**src/rtl/wb_arbiter.sv**
```systemverilog
// Writeback arbiter: two {tag,value} result FIFOs (ALU, LSB) merged into one registered ROB writeback port.
// Define WB_ARB_FIXED_PRIO_EN to give the LSB fixed priority instead of round-robin.
module wb_arbiter #(
  parameter int DEPTH = 4,
  parameter int TAG_W = 5
) (
  input  logic             clk_in,
  input  logic             rst_in,
  input  logic             rdy_in,
  input  logic             clear_in,
  input  logic             alu_valid,
  input  logic [TAG_W-1:0] alu_tag,
  input  logic [31:0]      alu_value,
  input  logic             lsb_valid,
  input  logic [TAG_W-1:0] lsb_tag,
  input  logic [31:0]      lsb_value,
  output logic             alu_full,
  output logic             lsb_full,
  output logic             wb_valid,
  output logic [TAG_W-1:0] wb_tag,
  output logic [31:0]      wb_value,
  output logic             wb_src,
  output logic             overflow
);

  localparam int PTR_W = (DEPTH > 1) ? $clog2(DEPTH) : 1;
  localparam int CNT_W = PTR_W + 1;
  localparam int ENT_W = TAG_W + 32;

  logic [1:0]            w_in_valid;
  logic [1:0]            w_full;
  logic [1:0]            w_nonempty;
  logic [1:0][ENT_W-1:0] w_in_data;
  logic [1:0][ENT_W-1:0] w_head;
  logic                  w_advance;
  logic                  w_any;
  logic                  w_grant;

  logic                  r_wb_valid;
  logic                  r_wb_src;
  logic [TAG_W-1:0]      r_wb_tag;
  logic [31:0]           r_wb_value;
  logic                  r_overflow;

  assign w_advance    = rdy_in & ~clear_in;
  assign w_in_valid   = {lsb_valid, alu_valid};
  assign w_in_data[0] = {alu_tag, alu_value};
  assign w_in_data[1] = {lsb_tag, lsb_value};

  // Source 0 = ALU, source 1 = LSB; full is taken from the pre-edge count, so a same-edge pop never frees a slot.
  genvar gi;
  generate
    for (gi = 0; gi < 2; gi++) begin : g_q
      logic [ENT_W-1:0] r_mem [DEPTH];
      logic [PTR_W-1:0] r_wptr;
      logic [PTR_W-1:0] r_rptr;
      logic [CNT_W-1:0] r_cnt;
      logic             w_push;
      logic             w_pop;

      assign w_full[gi]     = (r_cnt == CNT_W'(DEPTH));
      assign w_nonempty[gi] = (r_cnt != '0);
      assign w_head[gi]     = r_mem[r_rptr];
      assign w_push         = w_advance & w_in_valid[gi] & ~w_full[gi];
      assign w_pop          = w_advance & w_any & (w_grant == 1'(gi));

      always_ff @(posedge clk_in) begin
        if (w_push) begin
          r_mem[r_wptr] <= w_in_data[gi];
        end
      end

      always_ff @(posedge clk_in or posedge rst_in) begin
        if (rst_in) begin
          r_wptr <= '0;
          r_rptr <= '0;
          r_cnt  <= '0;
        end else if (rdy_in) begin
          if (clear_in) begin
            r_wptr <= '0;
            r_rptr <= '0;
            r_cnt  <= '0;
          end else begin
            r_wptr <= r_wptr + PTR_W'(w_push);
            r_rptr <= r_rptr + PTR_W'(w_pop);
            r_cnt  <= r_cnt + CNT_W'(w_push) - CNT_W'(w_pop);
          end
        end
      end
    end
  endgenerate

  assign w_any = |w_nonempty;

`ifdef WB_ARB_FIXED_PRIO_EN
  assign w_grant = w_nonempty[1];
`else
  logic r_last_src;

  // Contended grants alternate; an uncontended source wins outright.
  assign w_grant = (&w_nonempty) ? ~r_last_src : w_nonempty[1];

  always_ff @(posedge clk_in or posedge rst_in) begin
    if (rst_in) begin
      r_last_src <= 1'b1;
    end else if (w_advance && w_any) begin
      r_last_src <= w_grant;
    end
  end
`endif

  always_ff @(posedge clk_in or posedge rst_in) begin
    if (rst_in) begin
      r_wb_valid <= 1'b0;
      r_wb_src   <= 1'b0;
      r_wb_tag   <= '0;
      r_wb_value <= '0;
      r_overflow <= 1'b0;
    end else if (rdy_in) begin
      if (clear_in) begin
        r_wb_valid <= 1'b0;
      end else begin
        r_wb_valid <= w_any;
        if (w_any) begin
          r_wb_src               <= w_grant;
          {r_wb_tag, r_wb_value} <= w_head[w_grant];
        end
        if (|(w_in_valid & w_full)) begin
          r_overflow <= 1'b1;
        end
      end
    end
  end

  assign alu_full = w_full[0];
  assign lsb_full = w_full[1];
  assign wb_valid = r_wb_valid;
  assign wb_src   = r_wb_src;
  assign wb_tag   = r_wb_tag;
  assign wb_value = r_wb_value;
  assign overflow = r_overflow;

endmodule

```
**config.mk**
```make
export PLATFORM = sky130hd
export DESIGN_NAME = wb_arbiter
export DESIGN_NICKNAME = d
export VERILOG_FILES = /design/src/rtl/wb_arbiter.sv
export SDC_FILE = /design/constraint.sdc
export NUM_CORES = 1
export LEC_CHECK = 0
export BUFFER_PORTS_ARGS = -buffer_cell sky130_fd_sc_hd__buf_2
export CORE_ASPECT_RATIO = 1.5
export CORE_MARGIN = 4
export CORE_UTILIZATION = 40
export CTS_BUF_LIST = sky130_fd_sc_hd__clkbuf_16
export CTS_CLUSTER_DIAMETER = 60
export CTS_CLUSTER_SIZE = 14
export DETAILED_ROUTE_END_ITERATION = 16
export PLACE_DENSITY_LB_ADDON = 0.1
export SYNTH_ARGS = -nofsm -noshare
export SYNTH_HDL_FRONTEND = slang
export SYNTH_SLANG_ARGS = --single-unit
export TNS_END_PERCENT = 5
```
**constraint.sdc**
```tcl
create_clock -name clk_in -period 3.86 [get_ports clk_in]
set_input_delay 0.579 -clock clk_in [delete_from_list [all_inputs] [get_ports clk_in]]
set_output_delay 0.579 -clock clk_in [all_outputs]
set_load 0.01 [all_outputs]
```
# [Word level (Yosys, flattened, before mapping)]
# Memories as Yosys holds them, arrays and structs flattened.
# Cells that the tools add are included.
# W data, S select, Z words.
[word_totals] ff_bits=55 mem_bits_rw=296 input_bits=80 n_memories=2 output_inout_bits=42
[memory_table] memory="g_q[0].r_mem" depth=4 word_bits=37 read_ports=1 rd_ports_with_merged_regs=0 write_ports=1 line_no="54" source="logic [ENT_W-1:0] r_mem [DEPTH];"
[memory_table] memory="g_q[1].r_mem" depth=4 word_bits=37 read_ports=1 rd_ports_with_merged_regs=0 write_ports=1 line_no="54"
[classes] n_eq_ne=2 add_sub_neg=8 reduce_logical=8 order_cmp=1 mux=14 n_bitwise=14
[op_table] cell="$mux W37" n=2
[op_table] cell="$add A2 B1 Y2" n=4
[op_table] cell="$and A1 B1 Y1" n=8
[op_table] cell="$mux W2" n=4
[op_table] cell="$add A3 B1 Y3" n=2
[op_table] cell="$eq A3 B3 Y1 const B" n=2
[op_table] cell="$mux W1" n=6
[op_table] cell="$mux W3" n=2
[op_table] cell="$reduce_and A3 Y1" n=2
[op_table] cell="$reduce_bool A3 Y1" n=2
[op_table] cell="$sub A3 B1 Y3" n=2
[op_table] cell="$not A1 Y1" n=5
[op_table] cell="$reduce_or A2 Y1" n=2
[op_table] cell="$and A2 B2 Y2" n=1
[op_table] cell="$lt A1 B2 Y1 const B" n=1
[op_table] cell="$reduce_and A2 Y1" n=1
[op_table] cell="$logic_and A1 B1 Y1" n=1

# [Longest topological paths before layout]
# Gate-level depths: netlist (run 1).
[depth] depth_word=7 ltp_mapped=12 depth_no_buf=11

# [Worst setup path after synthesis (run 1)]
# OpenSTA, ideal clock, no wires.
[synth_path] kind="input port to flip-flop" startpoint="input port rdy_in" endpoint="memory g_q[0].r_mem[2][0] in the netlist's numbering (enable)" arrival_time_ns=3.956 setup_slack_ns=-0.574 path_stages=5 t_required_ns=3.382 setup_ns=0.478 cell_sequence="nor2b_1 -> clkbuf_1 -> buf_2 -> nand3_1 -> nor3_1"
[synth_via] elab_chain_cells=5
[synth_lines] item="start, declared" line_no="9" source="input logic rdy_in,"
[synth_lines] item="$and A1 B1 Y1" line_no="45" source="assign w_advance = rdy_in & ~clear_in;"
[synth_lines] item="$and A1 B1 Y1 (2 in series)" line_no="64" source="assign w_push = w_advance & w_in_valid[gi] & ~w_full[gi];"
[synth_lines] item="$mux W1" line_no="68" source="if (w_push) begin"
[synth_lines] item="$mux W1 (not written as such)" line_no="69" source="r_mem[r_wptr] <= w_in_data[gi];"
[synth_lines] item="end, declared" line_no="54"
# No other way between the ends.

# [Worst setup path in the final report (run 1)]
[layout_path] startpoint="register g_q[0].r_cnt[1]" endpoint="register g_q[0].r_cnt[2]"
[layout_via] elab_chain_cells=7 word_cells_on_any_way=13 classes_between="add/sub: 2; eq/ne: 1; mux: 2; bitwise: 5; reduce/logical: 3"
[layout_lines] item="start, declared" line_no="57" source="logic [CNT_W-1:0] r_cnt;"
[layout_lines] item="start signal, assigned" line_no="86" source="r_cnt <= r_cnt + CNT_W'(w_push) - CNT_W'(w_pop);"
[layout_lines] item="parallel branches: the longest is 5 deep, another holds $add A3 B1 Y3"
[layout_lines] item="$sub A3 B1 Y3 (*)" line_no="86"
[layout_lines] item="$mux W3 (*)" line_no="79" source="if (clear_in) begin"
# Every way passes the cells marked *.
# A chain may end at the register's enable or synchronous reset.

==> parameters.txt, run 1 <==
Parameter                              Value

Floorplanning
  I/O pin count    ~120
  Initial Utilization    0.4088
  Core Footprint    ~33000 µm²
  Full die area    ~37000 µm²
  Number of cell rows    81
  Height of the die    about 230 µm
  Die width    between 150 and 200 µm

Worst setup path
  CP Capture Type    flop
  Worst endpoint data arrival time    3420 ps
  Largest fanout of any net on the critical path    6
  CP startpoint kind    flop
  Endpoint required time on the critical path    roughly 4300 ps
  Worst Path Class, Setup    flop to flop

Synth
  Total standard cell area after synthesis    13420 µm²
  Portion of synthesized cell area occupied by the leading cell type    0.6621
  Flops & latches, synth    about 350
  Share of the yosys chip area belonging to registers    0.7647
  Synthesized instance count    632
  Largest area contributor in the netlist    edfxtp_1
  Mean instance size in the synthesized netlist    roughly 21 µm²
  Biggest area contributors in the synthesized netlist    edfxtp_1 66%, mux4_2 12%, dfrtp_1 10%, a221o_1 2.8%, and4_1 2.4%
  Distinct cell type count of the synthesized netlist    33
  Count of warnings emitted by yosys    0
  Synthesized netlist net count    between 700 and 800

Global route
  Number of global-route vias before repair    roughly 7400
  Global router's overall resource usage    0.1693
  Overflow left after global routing    0
  Number of antenna violations at the first check in global routing    5
  Pin count of the biggest net entering global routing    40
  Wire length of the first global-routing pass    between 40000 and 50000 µm

Power and ir drop
  Max rail drop VDD    around 0.3 mV
  Sw power    between 2000 and 3000 µW
  Power per Cell Area    between 500 and 600 nW/µm²
  Power share of the clock group    0.280
  Sequential share of power    0.530
  Leak Pwr    ~0.0054 µW
  Internal power of the cells    around 6700 µW
  Combinational group share of total power    0.190
  Sw Ratio    0.2748

Timing
  Final hold slack    approximately 240 ps
  RSZ-0062 raised after global routing    no
  Max Transition Viols Final    0
  Number of failing hold endpoints at the final stage    0
  Transition time at the pin with the least slew margin    approximately 1200 ps
  Clock Skews    ~10 ps
  Portion of the clock cycle consumed by the worst path in the final layout    0.7785
  Timing-limited maximum frequency    about 330 MHz
  Crit path time final    about 3000 ps
  Count of final setup violators    0
  Headroom to the max-slew limit    0.2100

Final layout
  Fill cells    2817
  Proportion of layout cells with a drive suffix above 1    0.3468
  Design Area, Final    15460 µm²
  NumNets Final    around 860
  Growth of design area from synthesis to finish    15.14%
  Final core area utilization    0.4707

Clocking
  Number of buffers added by the clock tree synthesis step    29
  H-tree depth reported by CTS    1
  Maximum clock path buffer count    3
  Number of post-CTS setup repair buffers    0
  Post-cts sizing count    0
  TritonCTS clock tree    yes
  Hold-fix buffers at CTS    1
  Clock root buffer master    clkbuf_16
  Clock Pin Slew Worst Setup and Hold Paths    approximately 70 ps
  Skew-Pair Late Insertion Delay    between 500 and 600 ps
  Count of clock tree sinks    roughly 350

Hold path
  Worst min-delay path class    input port to flop

Job
  Max-capacitance violation count    0

Placed design
  Placed cell areas    around 15000 µm²
  Placed wire-length estimate after detailed placement    18790 µm
  Count of port buffers added during placement    approximately 120
  Gp weighted congestion    a little over 0.7

Routing
  Detailed Route WL    just over 30000 µm
  Number of remaining DRC errors    0
  WL/cell    25.24 µm
  Number of search-and-repair iterations in the first detailed-routing pass    4
  Residual antenna-violating net count after detailed routing    0
  DRT iter0 DRCs    between 300 and 400
  Via-to-Cell Ratio    approximately 5.5
  Number of vias after detailed routing    6665

Run status
  Status    completed
==> through the flow <==
stage	instances	TNS (ps)	power, µW	setup WS [ps]
2_1_floorplan	632	-150140	5967	-573.8
3_3_place_gp	1154	0	6700	938.0
3_5_place_dp	1154	0	6774	749.9
4_1_cts	1205	0	9387	908.1
5_1_grt	1205	0	9688	770.9
6_report	1206	0	9232	855.2
==> final cells by class <==
class / instances / area, µm² / share of cell area
Timing Repair Buffer: 147 / 803.3 / 0.05197
Sequential cell: 351 / 10280 / 0.6649
Clock buffer: 29 / 725.7 / 0.04695
Antenna cell: 1 / 2.502 / 0.0001619
Inverter: 24 / 90.09 / 0.005829
Multi-Input combinational cell: 218 / 2952 / 0.1910
Tap cell: 415 / 519.2 / 0.03360
Clock inverter: 21 / 87.58 / 0.005667
==> logic make-up after synthesis <==
logic type               count (synthesis)  share of synthesized area
flip-flops                             351                     0.7648
multiplexers                            78                     0.1273
AND/OR/NAND/NOR                         67                    0.03626
buffers and inverters                   63                    0.02088
AO/OA/AOI/OAI                           61                    0.03905
adder cells (fa/ha/maj)                 10                    0.01044
XOR/XNOR                                 2                   0.001305
==> layer usage <==
metal	vias up	GRT usage	share of wire
li1	2929	-	-
met1	3553	0.2108	0.39
met2	129	0.3050	0.54
met3	48	0.02965	0.043
met4	6	0.04305	0.020
met5	-	0	0.00092
==> path summary, 6_finish.rpt <==
check / from / endpoint / slack, ps / cells past startpoint
max reg2reg: g_q[0].r_cnt[1] / g_q[0].r_cnt[2] / 860 / 10
min: lsb_value[8] / g_q[1].r_mem[1][8] / 240 / 1
max: g_q[0].r_cnt[1] / g_q[0].r_cnt[2] / 860 / 10
max in group asynchronous: rst_in / r_last_src / 2550 / 4
min reg2reg: overflow / overflow / 470 / 1
min in group asynchronous: rst_in / wb_value[26] / 550 / 3
==> synth_stat cells (all sizes together) <==
cell type	number
nand3	1
xor2	2
inv	24
ha	8
mux2	2
dfrtp	54
nand2b	1
o21a	2
and4	37
dfstp	1
nor2b	3
or3b	2
mux2i	2
edfxtp	296
clkbuf	23
a22o	1
mux4	74
a21o	3
a221o	37
and3	2
nand3b	2
buf	16
o22ai	8
o211a	1
nor3	9
or3	2
fa	2
nand2	8
o31ai	1
o21ai	8
==> flip-flops by register name, summed over array words and instances, names as in the netlist <==
name        cells
wb_tag          5
r_last_src      1
g_q.r_cnt       6
g_q.r_mem     296
wb_valid        1
wb_value       32
g_q.r_rptr      4
wb_src          1
g_q.r_wptr      4
overflow        1
==> cell usage in the layout (no fill, tap or decap), types with 2 or more instances in the layout <==
cell	Yosys	layout
xor2_1	2	2
nand3b_1	2	2
edfxtp_1	296	296
and3_1	2	2
fa_1	2	2
a21o_1	3	3
o21ai_0	7	7
a221o_1	37	37
nor2b_1	3	2
mux2i_1	2	2
dfrtp_1	54	50
and4_1	37	37
inv_1	24	41
dfrtp_2	0	2
mux2_2	2	2
buf_2	11	121
mux4_2	74	74
dfrtp_4	0	2
o21a_1	2	2
nand2_1	8	8
nor3_2	0	8
clkbuf_16	0	29
or3b_2	2	2
o22ai_1	8	8
ha_1	8	8
buf_4	0	25
==> critical path: stages, from the launching register on <==
cell and delay [ps]:
dfrtp_1 480, or3b_2 500, nand3_1 290, ha_1 300
inv_1 60, ha_1 140, inv_1 60, fa_1 380
xor2_1 240, mux2i_1 280, o22ai_1 140
==> power by group through the flow <==
stage	sequential [µW]	combinational, µW	clock (µW)
after global placement	4970	1730	0
after detailed placement	4990	1780	0
after floorplan	4780	1190	0
after CTS	4920	1780	2680
final	4890	1750	2590
after global routing	4950	1890	2840
(Power assumes the default switching activity.)
==> inputs of run 2 (changes only) <==
==> constraint.sdc (replaced) <==
create_clock -name clk_in -period 2.7 [get_ports clk_in]
set_input_delay 0.405 -clock clk_in [delete_from_list [all_inputs] [get_ports clk_in]]
set_output_delay 0.405 -clock clk_in [all_outputs]
set_load 0.01 [all_outputs]
==> parameters.txt, run 2 (same netlist as run 1, synthesis figures left out) <==
Parameter                              Value

Run status
  Status    completed

Worst setup path
  CP startpoint kind    flop
  CP Capture Type    flop
  Cell occurring most often along the worst timing path    inv_1
  Endpoint required time on the critical path    3120 ps
  Worst Path Class, Setup    flop to flop
  Critical Path Slowest Stage Cell    dfrtp_1
  CP Cell Sequence    or3b_4 > and3_4 > inv_1 > ha_1 > inv_1 > ha_1 > inv_1 > fa_1 > xor2_1 > mux2i_1 > o22ai_1
  Minimum setup slack among reg-to-reg paths    roughly 120 ps
  Family with the most delay on the worst path    adder cells
  Worst endpoint data arrival time    roughly 3000 ps
  Slowest stage delay, CP    410 ps
  Count of buffer and inverter cells on the critical path    3
  Largest fanout of any net on the critical path    4

Global route
  Number of global-route vias before repair    7581
  Overflow left after global routing    0
  Wire length of the first global-routing pass    ~48000 µm
  Global router's overall resource usage    0.1754
  Number of antenna violations at the first check in global routing    6
  Pin count of the biggest net entering global routing    44

Final layout
  Most common library cell in the layout ignoring fill and taps    edfxtp_1
  Largest register FFs    a little under 300
  Growth of design area from synthesis to finish    17.00%
  NumNets Final    between 800 and 900
  Proportion of layout cells with a drive suffix above 1    0.3627
  Fill cells    ~2800
  Largest register by flop count    g_q.r_mem
  Highest-count cells in the layout ignoring fill and taps    296 x edfxtp_1, 121 x buf_2, 74 x mux4_2
  Fin cells    between 1000 and 1500
  Final core area utilization    0.4783

Placed design
  Count of port buffers added during placement    about 120
  Placed wire-length estimate after detailed placement    between 15000 and 20000 µm
  Number of placed instances with taps included    about 1200
  Gp weighted congestion    around 0.76

Timing
  Transition time at the pin with the least slew margin    approximately 950 ps
  Timing-limited maximum frequency    slightly below 400 MHz
  Number of failing hold endpoints at the final stage    0
  Crit path time final    approximately 2600 ps
  Final hold slack    roughly 66 ps
  Count of final setup violators    0
  Max Transition Viols Final    0
  Final-layout setup total negative slack    0 ps
  Headroom to the max-slew limit    0.3656
  Clock Skews    between 10 and 15 ps
  Portion of the clock cycle consumed by the worst path in the final layout    0.9568

Power and ir drop
  Max rail drop VDD    between 0.5 and 0.6 mV
  Power per Cell Area    ~850 nW/µm²
  Post-route total power    13420 µW
  Leak Pwr    around 0.0055 µW

Routing
  Number of remaining DRC errors    0
  Met1 wire length    12550 µm
  Number of search-and-repair iterations in the first detailed-routing pass    4
  WL/cell    between 20 and 30 µm
  Detailed Route WL    ~32000 µm
  Residual antenna-violating net count after detailed routing    0
  DR top layer    met5
  DRT iter0 DRCs    480
  Number of vias after detailed routing    6823
  Wire length on met2    around 17000 µm
  Detail Route met3 WL    around 1400 µm
  Via-to-Cell Ratio    around 5.6

Floorplanning
  I/O pin count    around 120
  Number of cell rows    81
  Core Footprint    32840 µm²
  Initial Utilization    0.4088
  Die width    roughly 160 µm
  Height of the die    232.4 µm
  Full die area    about 37000 µm²

Clocking
  Clock root buffer master    clkbuf_16
  H-tree depth reported by CTS    1
  Number of buffers added by the clock tree synthesis step    29
  Maximum clock path buffer count    3
  Skew-Pair Late Insertion Delay    between 500 and 600 ps
  Clock Pin Slew Worst Setup and Hold Paths    70 ps
  Count of clock tree sinks    about 350
  TritonCTS clock tree    yes

Hold path
  Worst min-delay path class    input port to flop

Job
  Max-capacitance violation count    0
[run 2: cell types whose count changed in the layout (fill, tap and decap cells not counted), sizes merged]
| cell | previous run | this run |
|---|---|---|
| diode | 1 | 4 |
| clkinvlp | 1 | 0 |
| clkinv | 2 | 1 |
| inv | 42 | 47 |
| buf | 146 | 158 |
[run 2: report_power, final]
group          internal [µW]  leakage (µW)  total [µW]  switching [µW]
registers               6370       0.00336        6710             332
logic                   1380       0.00168        2970            1590
clock network           1940      0.000485        3740            1800
total                   9690       0.00553       13400            3730
[run 2: layer usage]
| metal | track usage | up-vias |
|---|---|---|
| met1 | 0.2229 | 3662 |
| met5 | 0 | - |
| met4 | 0.04574 | 2 |
| met2 | 0.3146 | 164 |
| met3 | 0.02480 | 41 |
| li1 | - | 2954 |
[run 2: what timing repair did]
item | CTS | global route
gates cloned | 0 | 0
endpoints found under the hold margin | 14 | 0
endpoints found under the setup margin | 28 | 2
resized for setup | 1 | 9
hold buffers | 1 | 0
pin swaps | 0 | 1
buffers inserted | 0 | 1
[run 2: area by class of cell]
class	instances	area, µm²	area share
multi-input combinational	218	3040	0.1936
timing repair buffer	159	943.4	0.06007
inverter	24	90.09	0.005736
tap	415	519.2	0.03306
antenna	4	10.01	0.0006373
clock inverter	24	98.84	0.006293
clock buffer	29	725.7	0.04620
sequential	351	10280	0.6544
[run 2: stage by stage]
step | area (µm²) | setup WS, ps
floorplan | 13460 | -485.4
global placement | 14810 | 63.42
detailed placement | 14810 | -93.70
CTS | 15650 | 3.487
global route | 15700 | -12.03
finish | 15710 | 116.5
[run 2: path summary, 6_finish.rpt]
kind / endpoint / depth (start not counted) / from
min reg2reg: overflow / 1 / overflow
max: g_q[1].r_cnt[2] / 11 / g_q[1].r_cnt[0]
min in group asynchronous: wb_value[24] / 3 / rst_in
min: g_q[0].r_mem[1][18] / 1 / alu_value[18]
max reg2reg: g_q[1].r_cnt[2] / 11 / g_q[1].r_cnt[0]
max in group asynchronous: r_last_src / 4 / rst_in
==> inputs of run 3 (changes only) <==
--- a/config.mk
+++ b/config.mk
@@ -5,6 +5,7 @@
 export SDC_FILE = /design/constraint.sdc
 export NUM_CORES = 1
 export LEC_CHECK = 0
+export ABC_AREA = 1
 export BUFFER_PORTS_ARGS = -buffer_cell sky130_fd_sc_hd__buf_2
 export CORE_ASPECT_RATIO = 1.5
 export CORE_MARGIN = 4
==> parameters.txt, run 3 <==
Parameter                              Value

Run status
  Status    completed

Synth
  Biggest area contributors in the synthesized netlist    edfxtp_1 60%, nand2_1 13%, dfrtp_1 9.0%, nand3_1 7.6%, inv_1 5.9%
  Adder-cell share of the synthesized area    0.009385
  Share of the yosys chip area belonging to registers    0.6875
  Multiplexer area fraction after synthesis    0
  Distinct cell type count of the synthesized netlist    23
  Area fraction in and, or, nand and nor cells after synthesis    0.2117
  Flops & latches, synth    ~350
  Fraction of the mapped netlist area in compound gates    0.008044
  Dominant cell by count in the synthesized netlist    nand2_1
  Mean instance size in the synthesized netlist    10.28 µm²
  Total standard cell area after synthesis    14930 µm²
  Count of warnings emitted by yosys    0
  Most used flip-flop cell after synthesis    edfxtp_1
  Portion of synthesized cell area occupied by the leading cell type    0.5953
  Largest family of logic cells by synthesized area    simple AND/OR/NAND/NOR gates
  Largest area contributor in the netlist    edfxtp_1
  Synth async-reset ratio    0.1567
  Count of flip-flops with a built-in enable after synthesis    about 300
  Synthesized instance count    approximately 1500
  Synthesized-area fraction occupied by xor and xnor cells    0
  Synthesized netlist net count    1543
  Synth cell count leaders    512 x nand2_1, 296 x edfxtp_1, 235 x inv_1

Clocking
  H-tree depth reported by CTS    1
  TritonCTS clock tree    yes
  Clock root buffer master    clkbuf_16
  Count of clock tree sinks    around 350
  Maximum clock path buffer count    3
  Number of post-CTS setup repair buffers    0
  Number of buffers added by the clock tree synthesis step    29
  Skew-Pair Late Insertion Delay    550 ps
  Clock Pin Slew Worst Setup and Hold Paths    around 70 ps

Final layout
  Growth of design area from synthesis to finish    14.89%
  Highest-count cells in the layout ignoring fill and taps    512 x nand2_1, 296 x edfxtp_1, 255 x inv_1
  Proportion of layout cells with a drive suffix above 1    0.1346
  Design Area, Final    between 15000 and 20000 µm²
  Largest register FFs    ~300
  NumNets Final    1659
  Largest register by flop count    g_q.r_mem
  Fill cells    about 3500
  Most common library cell in the layout ignoring fill and taps    nand2_1

Timing
  Timing-limited maximum frequency    approximately 430 MHz
  Clock Skews    about 15 ps
  Transition time at the pin with the least slew margin    between 800 and 900 ps
  RSZ-0062 raised after global routing    no
  Portion of the clock cycle consumed by the worst path in the final layout    0.8680
  Max Transition Viols Final    0
  Crit path time final    ~2300 ps
  Count of final setup violators    0
  Final-layout setup total negative slack    0 ps
  Final hold slack    around 70 ps
  Number of failing hold endpoints at the final stage    0
  Headroom to the max-slew limit    0.4544

Global route
  Overflow left after global routing    0
  Number of antenna violations at the first check in global routing    5
  Global router's overall resource usage    0.1652
  Number of global-route vias before repair    about 9000
  Wire length of the first global-routing pass    roughly 53000 µm
  Pin count of the biggest net entering global routing    between 70 and 80

Worst setup path
  CP startpoint kind    flop
  CP Capture Type    flop
  Largest fanout of any net on the critical path    4
  Cells on worst reg2reg path    12
  Worst Path Class, Setup    flop to flop
  Endpoint required time on the critical path    around 3100 ps
  Worst endpoint data arrival time    roughly 2800 ps
  Capture point of the worst reg-to-reg path    g_q[1].r_cnt[2]
  Start of the worst register-to-register path    g_q[0].r_cnt[1]
  Minimum setup slack among reg-to-reg paths    between 300 and 400 ps

Floorplanning
  Die width    about 170 µm
  Number of cell rows    between 80 and 90
  Height of the die    244.6 µm
  I/O pin count    122
  Initial Utilization    0.4058
  Core Footprint    36800 µm²
  Full die area    between 40000 and 50000 µm²

Routing
  WL/cell    around 16 µm
  Number of remaining DRC errors    0
  Detailed Route WL    ~34000 µm
  Residual antenna-violating net count after detailed routing    0
  DRT iter0 DRCs    561
  Number of search-and-repair iterations in the first detailed-routing pass    5
  Number of vias after detailed routing    9645
  Via-to-Cell Ratio    roughly 4.6

Job
  Max-capacitance violation count    0

Power and ir drop
  Power per Cell Area    around 830 nW/µm²
  Post-route total power    ~14000 µW
  Max rail drop VDD    0.5163 mV
  Leak Pwr    around 0.0077 µW

Hold path
  Endpoint of the worst hold-timing path    g_q[0].r_mem[1][29]
  Worst Hold Depth    1
  Worst Hold Launch    alu_value[29]
  Worst min-delay path class    input port to flop

Placed design
  Placed wire-length estimate after detailed placement    between 20000 and 25000 µm
  Placed cell areas    16300 µm²
  Count of port buffers added during placement    approximately 120
  Gp weighted congestion    a little over 0.8
[run 3: cell types whose count changed after synthesis, moves of 6 or more]
cell      change
and4_1       -37
mux4_2       -74
buf_2        +27
nand3_1     +225
buf_1        +12
a221o_1      -37
inv_1       +211
inv_2        +12
a21oi_1       +6
nand2_1     +504
clkbuf_1     -10
[run 3: metal layers]
metal	track usage	wire, µm	vias up
met5	0	36	-
li1	-	-	4887
met3	0.02207	1506	44
met2	0.2844	16840	206
met4	0.04928	816	8
met1	0.2200	14840	4500
[run 3: worst max path at each step]
stage	startpoint	end	slack, ps	depth (start not counted)
after floorplan	rdy_in	g_q[0].r_mem[0][0]	-160	5
after global placement	rdy_in	g_q[1].r_cnt[2]	360	12
after detailed placement	rdy_in	g_q[1].r_cnt[2]	330	12
after CTS	g_q[0].r_cnt[1]	g_q[1].r_cnt[2]	340	12
after global routing	g_q[0].r_cnt[1]	g_q[1].r_cnt[2]	170	13
final	g_q[0].r_cnt[1]	g_q[1].r_cnt[2]	360	12
[run 3: power breakdown]
group          switching (µW)  leakage [µW]  total [µW]  internal (µW)
sequential                384       0.00336        6740           6350
clock                    1830      0.000488        3860           2030
combinational            2440       0.00388        3620           1190
[run 3: cell type report]
| class | instances | area (µm²) | area share |
|---|---|---|---|
| Multi-Input combinational cell | 787 | 3522 | 0.2053 |
| Antenna cell | 1 | 2.502 | 0.0001459 |
| Clock inverter | 23 | 117.6 | 0.006856 |
| Inverter | 247 | 927.1 | 0.05404 |
| Sequential cell | 351 | 10270 | 0.5986 |
| Timing Repair Buffer | 153 | 985.9 | 0.05747 |
| Tap cell | 484 | 605.6 | 0.03530 |
| Clock buffer | 29 | 725.7 | 0.04230 |
[run 3: through the flow]
| step | cells | worst slack (ps) | util |
|---|---|---|---|
| finish | 2075 | 356.4 | 0.4662 |
| global route | 2075 | 172.8 | 0.4662 |
| CTS | 2074 | 344.6 | 0.4661 |
| detailed placement | 2021 | 332.0 | 0.4429 |
| global placement | 2021 | 364.6 | 0.4429 |
| floorplan | 1453 | -163.5 | - |
[run 3: cells by family (layout without fill, tap and decap cells)]
logic type	after synthesis	after routing
AND/OR/NAND/NOR	755	755
adder cells (fa/ha/maj)	10	10
AO/OA/AOI/OAI	22	22
buffers and inverters	315	452
flip-flops	351	351
other	0	1
[run 3: worst max-delay path, cell delays in order (launching register included)]
cell	delay [ps]
dfrtp_1	430
inv_2	100
nand3_2	150
a21oi_2	230
nand2_1	110
inv_1	100
ha_1	230
inv_1	60
ha_1	130
inv_1	50
fa_1	400
a21oi_1	120
o22ai_1	90
[run 3: timing repair]
item                       4_1_cts  5_1_grt
hold endpoints to repair        27        0
setup endpoints to repair        0        0
hold buffers                     1        0
gates resized for setup          0        0
